$ cat src/rtl/pid_servo_mc_pkg.sv
// pid_servo_mc_pkg: shared types and constants for the multi-channel PID servo.
//   state_t   sweep FSM states
//   sat_t     result of the duty saturation step (duty word, clamped flag, clamp direction)
//   sat_duty  converts a MAC accumulator into a clamped duty word
package pid_servo_mc_pkg;

    localparam int OUT_W    = 17;
    localparam int ACC_W    = 48;
    localparam int FRAC     = 8;
    localparam int DUTY_MIN = 50000;
    localparam int DUTY_CTR = 75000;
    localparam int DUTY_MAX = 100000;

    typedef enum logic [2:0] {
        S_IDLE, S_ERR, S_MP, S_MI, S_MD, S_OUT, S_DONE
    } state_t;

    typedef struct packed {
        logic [OUT_W-1:0] duty;
        logic             sat;   // clamped to either limit
        logic             hi;    // clamped to the ceiling (only meaningful with sat)
    } sat_t;

    // u = centre + (acc >>> FRAC), clamped to [DUTY_MIN, DUTY_MAX].
    function automatic sat_t sat_duty(input logic signed [ACC_W-1:0] acc);
        logic signed [ACC_W-1:0] u;
        sat_t r;
        u      = ACC_W'(DUTY_CTR) + (acc >>> FRAC);
        r.duty = OUT_W'(u);
        r.sat  = 1'b0;
        r.hi   = 1'b0;
        if (u > ACC_W'(DUTY_MAX)) begin
            r.duty = OUT_W'(DUTY_MAX);
            r.sat  = 1'b1;
            r.hi   = 1'b1;
        end else if (u < ACC_W'(DUTY_MIN)) begin
            r.duty = OUT_W'(DUTY_MIN);
            r.sat  = 1'b1;
        end
        return r;
    endfunction

endpackage

$ cat src/rtl/pid_servo_mc_if.sv
// pid_servo_mc_if: control/data bundle between the sensor/setpoint registers,
// the servo controller and the PWM generators.
//   master: drives sample_tick/en/clr, gains, setpoint, fb; receives results
//   slave : the controller side
interface pid_servo_mc_if #(
    parameter int N_CH   = 4,
    parameter int IN_W   = 16,
    parameter int OUT_W  = 17,
    parameter int GAIN_W = 16
);
    logic                     sample_tick;
    logic                     en;
    logic                     clr;
    logic signed [GAIN_W-1:0] kp, ki, kd;
    logic [N_CH*IN_W-1:0]     setpoint;
    logic [N_CH*IN_W-1:0]     fb;
    logic [N_CH*OUT_W-1:0]    duty_out;
    logic [N_CH-1:0]          sat;
    logic                     busy;
    logic                     done;
    logic                     overrun;

    modport master (
        output sample_tick, en, clr, kp, ki, kd, setpoint, fb,
        input  duty_out, sat, busy, done, overrun
    );
    modport slave (
        input  sample_tick, en, clr, kp, ki, kd, setpoint, fb,
        output duty_out, sat, busy, done, overrun
    );
endinterface

$ cat src/rtl/pid_servo_mc_mac.sv
// pid_servo_mc_mac: signed A_W x B_W multiply with registered accumulate.
//   clr_acc  zero the accumulator (wins over en)
//   en       acc <= acc + a*b
//   a, b     signed operands
//   acc      accumulator, ACC_W signed
module pid_servo_mc_mac #(
    parameter int A_W   = 16,
    parameter int B_W   = 32,
    parameter int ACC_W = 48
) (
    input  logic                    clk,
    input  logic                    rst_n,
    input  logic                    clr_acc,
    input  logic                    en,
    input  logic signed [A_W-1:0]   a,
    input  logic signed [B_W-1:0]   b,
    output logic signed [ACC_W-1:0] acc
);
    localparam int P_W = A_W + B_W;

    logic signed [P_W-1:0]   prod;
    logic signed [ACC_W-1:0] acc_q;

    assign prod = P_W'(a) * P_W'(b);
    assign acc  = acc_q;

    always_ff @(posedge clk or negedge rst_n) begin
        if (!rst_n)       acc_q <= '0;
        else if (clr_acc) acc_q <= '0;
        else if (en)      acc_q <= acc_q + ACC_W'(prod);
    end
endmodule

$ cat src/rtl/pid_servo_mc.sv
// pid_servo_mc: time-multiplexed N_CH-channel PID servo. A sample_tick runs one
// sweep (5 cycles per channel) through a single shared MAC and publishes all
// duty words together on done.
//   clk, rst_n  clock, async active-low reset
//   bus         pid_servo_mc_if.slave (tick/en/clr, gains, setpoint/fb in;
//               duty_out/sat/busy/done/overrun out)
module pid_servo_mc
    import pid_servo_mc_pkg::*;
#(
    parameter int N_CH   = 4,
    parameter int IN_W   = 16,
    parameter int GAIN_W = 16,
    parameter int INT_W  = 32,
    parameter int I_LIM  = 2**20
) (
    input  logic           clk,
    input  logic           rst_n,
    pid_servo_mc_if.slave  bus
);
    localparam int CH_W = (N_CH > 1) ? $clog2(N_CH) : 1;
    localparam int E_W  = IN_W + 1;
    localparam logic signed [INT_W:0] LIM = (INT_W+1)'(I_LIM);

    state_t                   state_q;
    logic [CH_W-1:0]          ch_q;
    logic signed [GAIN_W-1:0] kp_q, ki_q, kd_q;
    logic signed [E_W-1:0]    e_q;
    logic signed [E_W:0]      d_q;
    logic signed [INT_W-1:0]  in_q;
    logic signed [INT_W-1:0]  integ_q  [N_CH];
    logic signed [E_W-1:0]    last_e_q [N_CH];
    logic [OUT_W-1:0]         shadow_q [N_CH];
    logic [N_CH-1:0]          sat_sh_q;
    logic [N_CH-1:0][OUT_W-1:0] duty_q;
    logic [N_CH-1:0]          sat_q;
    logic                     done_q, overrun_q;

    logic [IN_W-1:0]          sp_ch, fb_ch;
    logic signed [E_W-1:0]    e_d;
    logic signed [E_W:0]      d_d;
    logic signed [INT_W:0]    isum;
    logic signed [INT_W-1:0]  in_d;
    logic signed [GAIN_W-1:0] mac_a;
    logic signed [INT_W-1:0]  mac_b;
    logic                     mac_en, mac_clr, tick_ok, hold;
    logic signed [ACC_W-1:0]  acc;
    sat_t                     res;

    assign tick_ok = bus.sample_tick & bus.en & ~bus.clr;

    always_comb begin
        sp_ch = bus.setpoint[int'(ch_q)*IN_W +: IN_W];
        fb_ch = bus.fb[int'(ch_q)*IN_W +: IN_W];
        e_d   = E_W'(sp_ch) - E_W'(fb_ch);
        d_d   = (E_W+1)'(e_d) - (E_W+1)'(last_e_q[ch_q]);
        isum  = (INT_W+1)'(integ_q[ch_q]) + (INT_W+1)'(e_d);
        if (isum > LIM)       in_d = INT_W'(LIM);
        else if (isum < -LIM) in_d = INT_W'(-LIM);
        else                  in_d = INT_W'(isum);

        mac_a = kp_q;
        mac_b = INT_W'(e_q);
        case (state_q)
            S_MI:    begin mac_a = ki_q; mac_b = in_q;         end
            S_MD:    begin mac_a = kd_q; mac_b = INT_W'(d_q);  end
            default: ;
        endcase
        mac_en  = (state_q == S_MP) || (state_q == S_MI) || (state_q == S_MD);
        mac_clr = (state_q == S_ERR) || bus.clr;

        res  = sat_duty(acc);
        // Freeze the integrator only when it would push further into the clamp.
        hold = (res.hi && !e_q[E_W-1] && (e_q != '0)) ||
               (res.sat && !res.hi && e_q[E_W-1]);
    end

    pid_servo_mc_mac #(.A_W(GAIN_W), .B_W(INT_W), .ACC_W(ACC_W)) u_mac (
        .clk     (clk),
        .rst_n   (rst_n),
        .clr_acc (mac_clr),
        .en      (mac_en),
        .a       (mac_a),
        .b       (mac_b),
        .acc     (acc)
    );

    always_ff @(posedge clk or negedge rst_n) begin
        if (!rst_n) begin
            state_q   <= S_IDLE;
            ch_q      <= '0;
            kp_q      <= '0;
            ki_q      <= '0;
            kd_q      <= '0;
            e_q       <= '0;
            d_q       <= '0;
            in_q      <= '0;
            sat_sh_q  <= '0;
            sat_q     <= '0;
            done_q    <= 1'b0;
            overrun_q <= 1'b0;
            for (int i = 0; i < N_CH; i++) begin
                integ_q[i]  <= '0;
                last_e_q[i] <= '0;
                shadow_q[i] <= OUT_W'(DUTY_CTR);
                duty_q[i]   <= OUT_W'(DUTY_CTR);
            end
        end else if (bus.clr) begin
            state_q   <= S_IDLE;
            ch_q      <= '0;
            sat_sh_q  <= '0;
            sat_q     <= '0;
            done_q    <= 1'b0;
            overrun_q <= 1'b0;
            for (int i = 0; i < N_CH; i++) begin
                integ_q[i]  <= '0;
                last_e_q[i] <= '0;
                shadow_q[i] <= OUT_W'(DUTY_CTR);
                duty_q[i]   <= OUT_W'(DUTY_CTR);
            end
        end else begin
            done_q    <= 1'b0;
            overrun_q <= tick_ok && (state_q != S_IDLE);
            case (state_q)
                S_IDLE: if (tick_ok) begin
                    kp_q    <= bus.kp;
                    ki_q    <= bus.ki;
                    kd_q    <= bus.kd;
                    ch_q    <= '0;
                    state_q <= S_ERR;
                end
                S_ERR: begin
                    e_q     <= e_d;
                    d_q     <= d_d;
                    in_q    <= in_d;
                    state_q <= S_MP;
                end
                S_MP: state_q <= S_MI;
                S_MI: state_q <= S_MD;
                S_MD: state_q <= S_OUT;
                S_OUT: begin
                    shadow_q[ch_q] <= res.duty;
                    sat_sh_q[ch_q] <= res.sat;
                    last_e_q[ch_q] <= e_q;
                    if (!hold) integ_q[ch_q] <= in_q;
                    if (ch_q == CH_W'(N_CH-1)) begin
                        // Publish here so duty_out/sat change in the same cycle done is high;
                        // the last channel's fresh result bypasses its shadow slot.
                        for (int i = 0; i < N_CH; i++) begin
                            duty_q[i] <= (i == N_CH-1) ? res.duty : shadow_q[i];
                            sat_q[i]  <= (i == N_CH-1) ? res.sat  : sat_sh_q[i];
                        end
                        done_q  <= 1'b1;
                        state_q <= S_DONE;
                    end else begin
                        ch_q    <= ch_q + 1'b1;
                        state_q <= S_ERR;
                    end
                end
                S_DONE:  state_q <= S_IDLE;
                default: state_q <= S_IDLE;
            endcase
        end
    end

    assign bus.duty_out = duty_q;
    assign bus.sat      = sat_q;
    assign bus.busy     = (state_q != S_IDLE);
    assign bus.done     = done_q;
    assign bus.overrun  = overrun_q;

endmodule

$ cat src/flat_wrapper.sv
// flat-port wrapper written by rule: the top's interface ports become plain ports
module pid_servo_mc_flat import pid_servo_mc_pkg::*;
#(
    parameter int N_CH   = 4,
    parameter int IN_W   = 16,
    parameter int GAIN_W = 16,
    parameter int INT_W  = 32,
    parameter int I_LIM  = 2**20
)
  (clk, rst_n, bus_sample_tick, bus_en, bus_clr, bus_kp, bus_ki, bus_kd, bus_setpoint, bus_fb, bus_duty_out, bus_sat, bus_busy, bus_done, bus_overrun);
  pid_servo_mc_if #(.N_CH(N_CH), .IN_W(IN_W), .OUT_W(OUT_W), .GAIN_W(GAIN_W)) bus_i ();
  input  logic clk;
  input  logic rst_n;
  input wire logic [$bits(bus_i.sample_tick)-1:0] bus_sample_tick;
  input wire logic [$bits(bus_i.en)-1:0] bus_en;
  input wire logic [$bits(bus_i.clr)-1:0] bus_clr;
  input wire logic [$bits(bus_i.kp)-1:0] bus_kp;
  input wire logic [$bits(bus_i.ki)-1:0] bus_ki;
  input wire logic [$bits(bus_i.kd)-1:0] bus_kd;
  input wire logic [$bits(bus_i.setpoint)-1:0] bus_setpoint;
  input wire logic [$bits(bus_i.fb)-1:0] bus_fb;
  output wire logic [$bits(bus_i.duty_out)-1:0] bus_duty_out;
  output wire logic [$bits(bus_i.sat)-1:0] bus_sat;
  output wire logic [$bits(bus_i.busy)-1:0] bus_busy;
  output wire logic [$bits(bus_i.done)-1:0] bus_done;
  output wire logic [$bits(bus_i.overrun)-1:0] bus_overrun;
  assign bus_i.sample_tick = bus_sample_tick;
  assign bus_i.en = bus_en;
  assign bus_i.clr = bus_clr;
  assign bus_i.kp = bus_kp;
  assign bus_i.ki = bus_ki;
  assign bus_i.kd = bus_kd;
  assign bus_i.setpoint = bus_setpoint;
  assign bus_i.fb = bus_fb;
  assign bus_duty_out = bus_i.duty_out;
  assign bus_sat = bus_i.sat;
  assign bus_busy = bus_i.busy;
  assign bus_done = bus_i.done;
  assign bus_overrun = bus_i.overrun;
  pid_servo_mc #(.N_CH(N_CH), .IN_W(IN_W), .GAIN_W(GAIN_W), .INT_W(INT_W), .I_LIM(I_LIM)) u_core (.clk(clk), .rst_n(rst_n), .bus(bus_i));
endmodule
$ cat config.mk
export PLATFORM = sky130hd
export DESIGN_NAME = pid_servo_mc_flat
export DESIGN_NICKNAME = d
export VERILOG_FILES = /design/src/rtl/pid_servo_mc_pkg.sv /design/src/rtl/pid_servo_mc_if.sv /design/src/rtl/pid_servo_mc_mac.sv /design/src/rtl/pid_servo_mc.sv /design/src/flat_wrapper.sv
export SDC_FILE = /design/constraint.sdc
export NUM_CORES = 2
export LEC_CHECK = 0
export ABC_CLOCK_PERIOD_IN_PS = 12450
export CORE_ASPECT_RATIO = 1.75
export CORE_MARGIN = 4
export CORE_UTILIZATION = 40
export DETAILED_ROUTE_END_ITERATION = 6
export GPL_ROUTABILITY_DRIVEN = 1
export SYNTH_ARGS = -nofsm -noshare
export SYNTH_HDL_FRONTEND = slang
export SYNTH_SLANG_ARGS = --single-unit
$ cat constraint.sdc
create_clock -name clk -period 12.45 [get_ports clk]
set_clock_uncertainty 0.15 [all_clocks]
set_input_delay 1.245 -clock clk [delete_from_list [all_inputs] [get_ports clk]]
set_output_delay 1.245 -clock clk [all_outputs]
set_load 0.01 [all_outputs]
Yosys cells after proc, flatten, opt, wreduce, memory -nomap -nowiden
Cells that the tools add are included.
{"block": "word_totals", "reg_bits": 510, "inputBits": 181, "output_inout_bits": 75, "wordCells": 136}
{"block": "classes", "n_addsub": 6, "mul": 1, "n_lt_le_gt_ge": 8, "n_eq_ne": 9, "shift": 2, "muxes": 52, "n_bitwise": 4, "reduce_logical": 25}
{"operator": "$mux W68", "n": 7}
{"operator": "$mux W128", "n": 3}
{"operator": "$mux W32", "n": 5}
{"operator": "$bwmux W68", "n": 2}
{"operator": "$bwmux W128", "n": 1}
{"operator": "$shiftx A64 B7 Y16", "n": 2}
{"operator": "$mux W48", "n": 2}
{"operator": "$bmux W32 S2", "n": 1}
{"operator": "$demux W32 S2", "n": 1}
{"operator": "$pmux W32 S2", "n": 1}
{"operator": "$mux W17", "n": 3}
{"operator": "$add A48 B48 Y48", "n": 1}
{"operator": "$gt A48 B18 Y1 const B", "n": 1}
{"operator": "$lt A48 B17 Y1 const B", "n": 1}
{"operator": "$mul A16 B32 Y48", "n": 1}
{"operator": "$add A18 B40 Y41 const A", "n": 1}
{"operator": "$mux W18", "n": 2}
{"operator": "$bmux W17 S2", "n": 1}
{"operator": "$demux W17 S2", "n": 1}
{"operator": "$add A32 B17 Y33", "n": 1}
{"operator": "$gt A33 B22 Y1 const B", "n": 1}
{"operator": "$lt A33 B21 Y1 const B", "n": 1}
{"operator": "$pmux W16 S2", "n": 1}
{"operator": "$mux W4", "n": 5}
{"operator": "other kinds (33)", "n": 61}

Longest topological paths before layout
{"block": "depth", "ltp_word": 10, "ltp_mapped": 33, "depth_no_buf": 30}

Cells and area by module
A second synthesis with hierarchy kept.
{"block": "hier_totals", "cells_unflattened": 4616, "area_unflattened_um2": 45882.8}
{"mod": "pid_servo_mc", "instances": 1, "cells_per_inst": 2272, "area_each_um2": 24674.9, "seq_area_each_um2": 11180.7}
{"mod": "pid_servo_mc_mac", "instances": 1, "cells_per_inst": 2344, "area_each_um2": 21207.8, "seq_area_each_um2": 1201.2}

Worst setup path before layout
OpenSTA, ideal clock, no wires.
{"block": "synth_timing", "kind": "register to register", "start": "reg u_core.state_q[1]", "end": "reg u_core.u_mac.acc_q[47], in the netlist u_core.u_mac.acc[47]", "setup_ns": 0.136, "arrival_ns": 8.303, "required_ns": 12.164, "setup_slack_ns": 3.861, "stages_incl_launch_ff": 29, "n_path_buf": 2, "period_less_slack_ns": 8.589, "cell_sequence": "dfrtp_1 > clkbuf_1 > nor3_1 > nor2_1 > clkbuf_1 > and2_1 > a221oi_1 > nor2_1 > fa_1 > inv_1 > fa_1 > inv_1 > fa_1 > fa_1 > fa_1 > inv_1 > fa_1 > inv_1 > ha_1 > a21oi_1 > a21oi_1 > a211oi_1 > a31oi_1 > nor4b_1 > nor4_1 > o21ai_0 > a31oi_1 > nand4b_1 > or3b_2"}
{"block": "synth_between", "elab_chain_len": 6, "elab_cells_between_ends": 14, "classes_between": "1 x add/sub; 1 x mul; 4 x eq/ne; 4 x mux; 4 x reduce/logical"}
{"element": "from (decl)", "line_no": "pid_servo_mc.sv:24", "text": "state_t state_q;"}
{"element": "from (signal assigned)", "line_no": "pid_servo_mc.sv:89", "text": "state_q <= S_IDLE;"}
{"element": "from (signal assigned)", "line_no": "pid_servo_mc.sv:108", "text": "state_q <= S_IDLE;"}
{"element": "from (signal assigned)", "line_no": "pid_servo_mc.sv:129", "text": "state_q <= S_ERR;"}
{"element": "$eq A3 B3 Y1 / $eq A3 B2 Y1 (equally long branches)", "line_no": "pid_servo_mc.sv:63, pid_servo_mc.sv:68"}
{"element": "$pmux W16 S2 / $pmux W32 S2 (equally long branches)", "line_no": "pid_servo_mc.sv:63", "text": "case (state_q)"}
{"element": "$mul A16 B32 Y48", "line_no": "pid_servo_mc_mac.sv:24", "text": "assign prod = P_W'(a) * P_W'(b);"}
{"element": "$add A48 B48 Y48", "line_no": "pid_servo_mc_mac.sv:30", "text": "else if (en) acc_q <= acc_q + ACC_W'(prod);"}
{"element": "$mux W48", "line_no": "pid_servo_mc_mac.sv:30"}
{"element": "$mux W48", "line_no": "pid_servo_mc_mac.sv:29", "text": "else if (clr_acc) acc_q <= '0;"}
{"element": "to (signal assigned)", "line_no": "pid_servo_mc_mac.sv:30"}
{"element": "to (decl)", "line_no": "pid_servo_mc_mac.sv:22", "text": "logic signed [ACC_W-1:0] acc_q;"}
Parallel ways exist; a longest one is shown, timed or not. The select of a mux whose other input is x is not followed.
A chain may end at the register's enable or synchronous reset.

Final worst setup path
{"block": "layout_timing", "start": "reg u_core.state_q[2]", "end": "reg u_core.u_mac.acc_q[47], in the netlist u_core.u_mac.acc[47]"}
Same word-level chain as after synthesis.

==> results.json <==
{
  "grt_max_degree": 153,
  "synth_area_sq_um": 45000,
  "viasPerCell": 5.73,
  "tightest_slew_ns": 1.18,
  "synth_fa_ha_area_frac": 0.294,
  "crit_top_cell": "fa_1",
  "io_pins": 256,
  "ys_ff_latch": 492,
  "ctsHoldBuffers": 0,
  "die_h_um": 452,
  "design.die.area_sq_um": 118000,
  "path_clk_slew_ns": 0.07,
  "numCtsBuffers": 50,
  "synthXorXnorAreaFrac": 0.0218,
  "rsz0062_at_grt": "false",
  "finalCriticalPeriod_ns": 9.95,
  "cp-end-kind": "flip-flop",
  "grt_pass1_vias": 37700,
  "post-cts-setup-buffers": 0,
  "grt.total_usage": 0.257,
  "cap_violations": 0,
  "clk_latency_ns": 0.65,
  "cp-start-kind": "flip-flop",
  "post-route-period-util": 0.800,
  "worstPathRequired_ns": 12.81,
  "drive_gt1_frac": 0.102,
  "crit_fanout": 38,
  "yosys.area.top_type_share": 0.242,
  "first_pass_iters": 6,
  "setup_viol": 0,
  "synth_cell_types": 98,
  "synthCells": 4467,
  "synth_top_family_by_area": "adder cells",
  "min_path_type": "flip-flop to flip-flop",
  "clock_path_buffers": 3,
  "cts_resized": 0,
  "dpl.hpwl_um": 117000,
  "ys_seq_area_frac": 0.275,
  "io_buffer_count": 255,
  "fin_nets": 5541,
  "synth_top_area_cell": "dfrtp_1",
  "chipWidth_um": 262,
  "grt_pass1_wl_um": 231000,
  "clock-sinks": 492,
  "drc": 0,
  "drt_iter0_markers": 2308,
  "ys.flop_type": "dfrtp_1",
  "yosysMostFrequentCell": "inv_1",
  "cts-htree-levels": 2,
  "synth_nets": 5383,
  "fmax_mhz": 100,
  "critical_path_class": "flip-flop to flip-flop",
  "finalHoldViolCount": 0,
  "max_stage_delay_ns": 1.03,
  "slowest_stage": "a21oi_1",
  "outcome": "finished clean",
  "grt_overflow": 0,
  "ys_warn_count": 0,
  "drt_wl_total_um": 151000,
  "wl_per_cell_um": 24.6,
  "synth_area_leaders": "dfrtp_1 (24%), fa_1 (24%), inv_1 (5.8%)",
  "gp_congestion": 0.941,
  "synth.avg_cell_area_sq_um": 10.1,
  "ant_nets": 0,
  "drv_slew": 0,
  "synth_compound_area_frac": 0.152,
  "synth-edff-count": 0,
  "synth-simple-area-share": 0.115,
  "synthTopCellsByCount": "inv_1 (697), fa_1 (535), nand2_1 (473)",
  "antenna_found_initial": 4,
  "num_rows": 162,
  "synth_mux_area_frac": 0.0599,
  "synthArstFlopShare": 1.00,
  "route.vias.total": 35200,
  "arrival_ns": 10.31,
  "max-slew-margin-rel": 0.210,
  "coreArea_sq_um": 111000,
  "start_util": 0.404,
  "fillers": 10500,
  "root_buffer": "clkbuf_16",
  "area_growth_pct": 13.4,
  "tns_ns": 0,
  "cts_tree": "built"
}
[cell families after synthesis]
group,Yosys count
multiplexers,159
AO/OA/AOI/OAI,893
XOR/XNOR,112
adder cells (fa/ha/maj),735
buffers and inverters,942
AND/OR/NAND/NOR,1134
flip-flops,492
[placed cells by master, fill, tap and decap left out, types with 18 or more instances in the layout]
| cell | instances |
|---|---|
| a21o_1 | 55 |
| a21oi_1 | 119 |
| a221o_1 | 28 |
| a221oi_1 | 25 |
| a22o_1 | 264 |
| a41oi_1 | 29 |
| and2_1 | 69 |
| and3_1 | 21 |
| buf_4 | 93 |
| clkbuf_16 | 51 |
| clkdlybuf4s50_1 | 253 |
| dfrtp_1 | 434 |
| dfstp_2 | 56 |
| fa_1 | 535 |
| ha_1 | 200 |
| inv_1 | 697 |
| mux2_2 | 72 |
| mux4_2 | 81 |
| nand2_1 | 473 |
| nand2b_1 | 24 |
| nand3_1 | 59 |
| nor2_1 | 315 |
| nor3_1 | 27 |
| nor4_1 | 27 |
| o21a_1 | 22 |
| o21ai_0 | 120 |
| o21bai_1 | 23 |
| o22a_1 | 41 |
| o31ai_1 | 18 |
| xnor2_1 | 75 |
| xor2_1 | 36 |
[layout make-up]
class | count | area, sq um | area share
multi-input combinational | 3033 | 29100 | 0.570
inverter | 699 | 2620 | 0.0514
clock inverter | 31 | 464 | 0.00910
timing repair buffer | 349 | 3270 | 0.0641
antenna | 5 | 12.5 | 0.000245
sequential | 492 | 12400 | 0.243
clock buffer | 62 | 1360 | 0.0266
tap | 1476 | 1850 | 0.0362
[flip-flops by register name, summed over array words and instances (netlist names)]
register,flops
u_core.e_q,17
u_core.bus.duty_out,68
u_core.bus.done,1
u_core.last_e_q,68
u_core.in_q,32
u_core.bus.sat,4
u_core.integ_q,128
u_core.sat_sh_q,3
u_core.bus.overrun,1
u_core.kd_q,16
u_core.u_mac.acc,48
u_core.ch_q,2
u_core.kp_q,16
u_core.ki_q,16
u_core.d_q,18
u_core.state_q,3
u_core.shadow_q,51
[per-stage QoR]
step	hold slack (ns)	area (sq um)	utilization	instances	setup slack [ns]
floorplan	0.300	45000	-	4467	3.86
global placement	0.312	49200	0.441	6049	2.65
detailed placement	0.321	49200	0.441	6049	2.62
CTS	0.336	51000	0.458	6142	2.59
global route	0.352	51000	0.458	6144	2.04
finish	0.332	51000	0.458	6147	2.50
[path summary, 6_finish.rpt]
| kind | from | end | slack (ns) | cells past startpoint |
|---|---|---|---|---|
| min in group asynchronous | rst_n | u_core.last_e_q[57] | 0.59 | 1 |
| setup / recovery | u_core.state_q[2] | u_core.u_mac.acc[47] | 2.50 | 28 |
| hold reg to reg | u_core.shadow_q[42] | u_core.shadow_q[42] | 0.33 | 2 |
| max in group asynchronous | rst_n | u_core.kd_q[12] | 9.09 | 3 |
| hold / removal | u_core.shadow_q[42] | u_core.shadow_q[42] | 0.33 | 2 |
| setup reg to reg | u_core.state_q[2] | u_core.u_mac.acc[47] | 2.50 | 28 |
[critical path: cells and delay by family (launching register included)]
kind                       cells  cell delay, ns
adders and majority gates      7            3.67
and+or+nand+nor                8            1.88
buffers and inverters          6            0.82
AOI/OAI and AO/OA              7            2.74
DFF                            1            0.53
[routing by layer]
layer	global-route usage	vias to the layer above	wire (um)
li1	-	15300	-
met2	0.471	1250	79700
met3	0.0310	450	7610
met1	0.273	18200	51100
met5	0	-	0
met4	0.173	0	12800
Power is not shown: default switching activity piles up to over one toggle a cycle in this logic, so the estimate is an artifact.
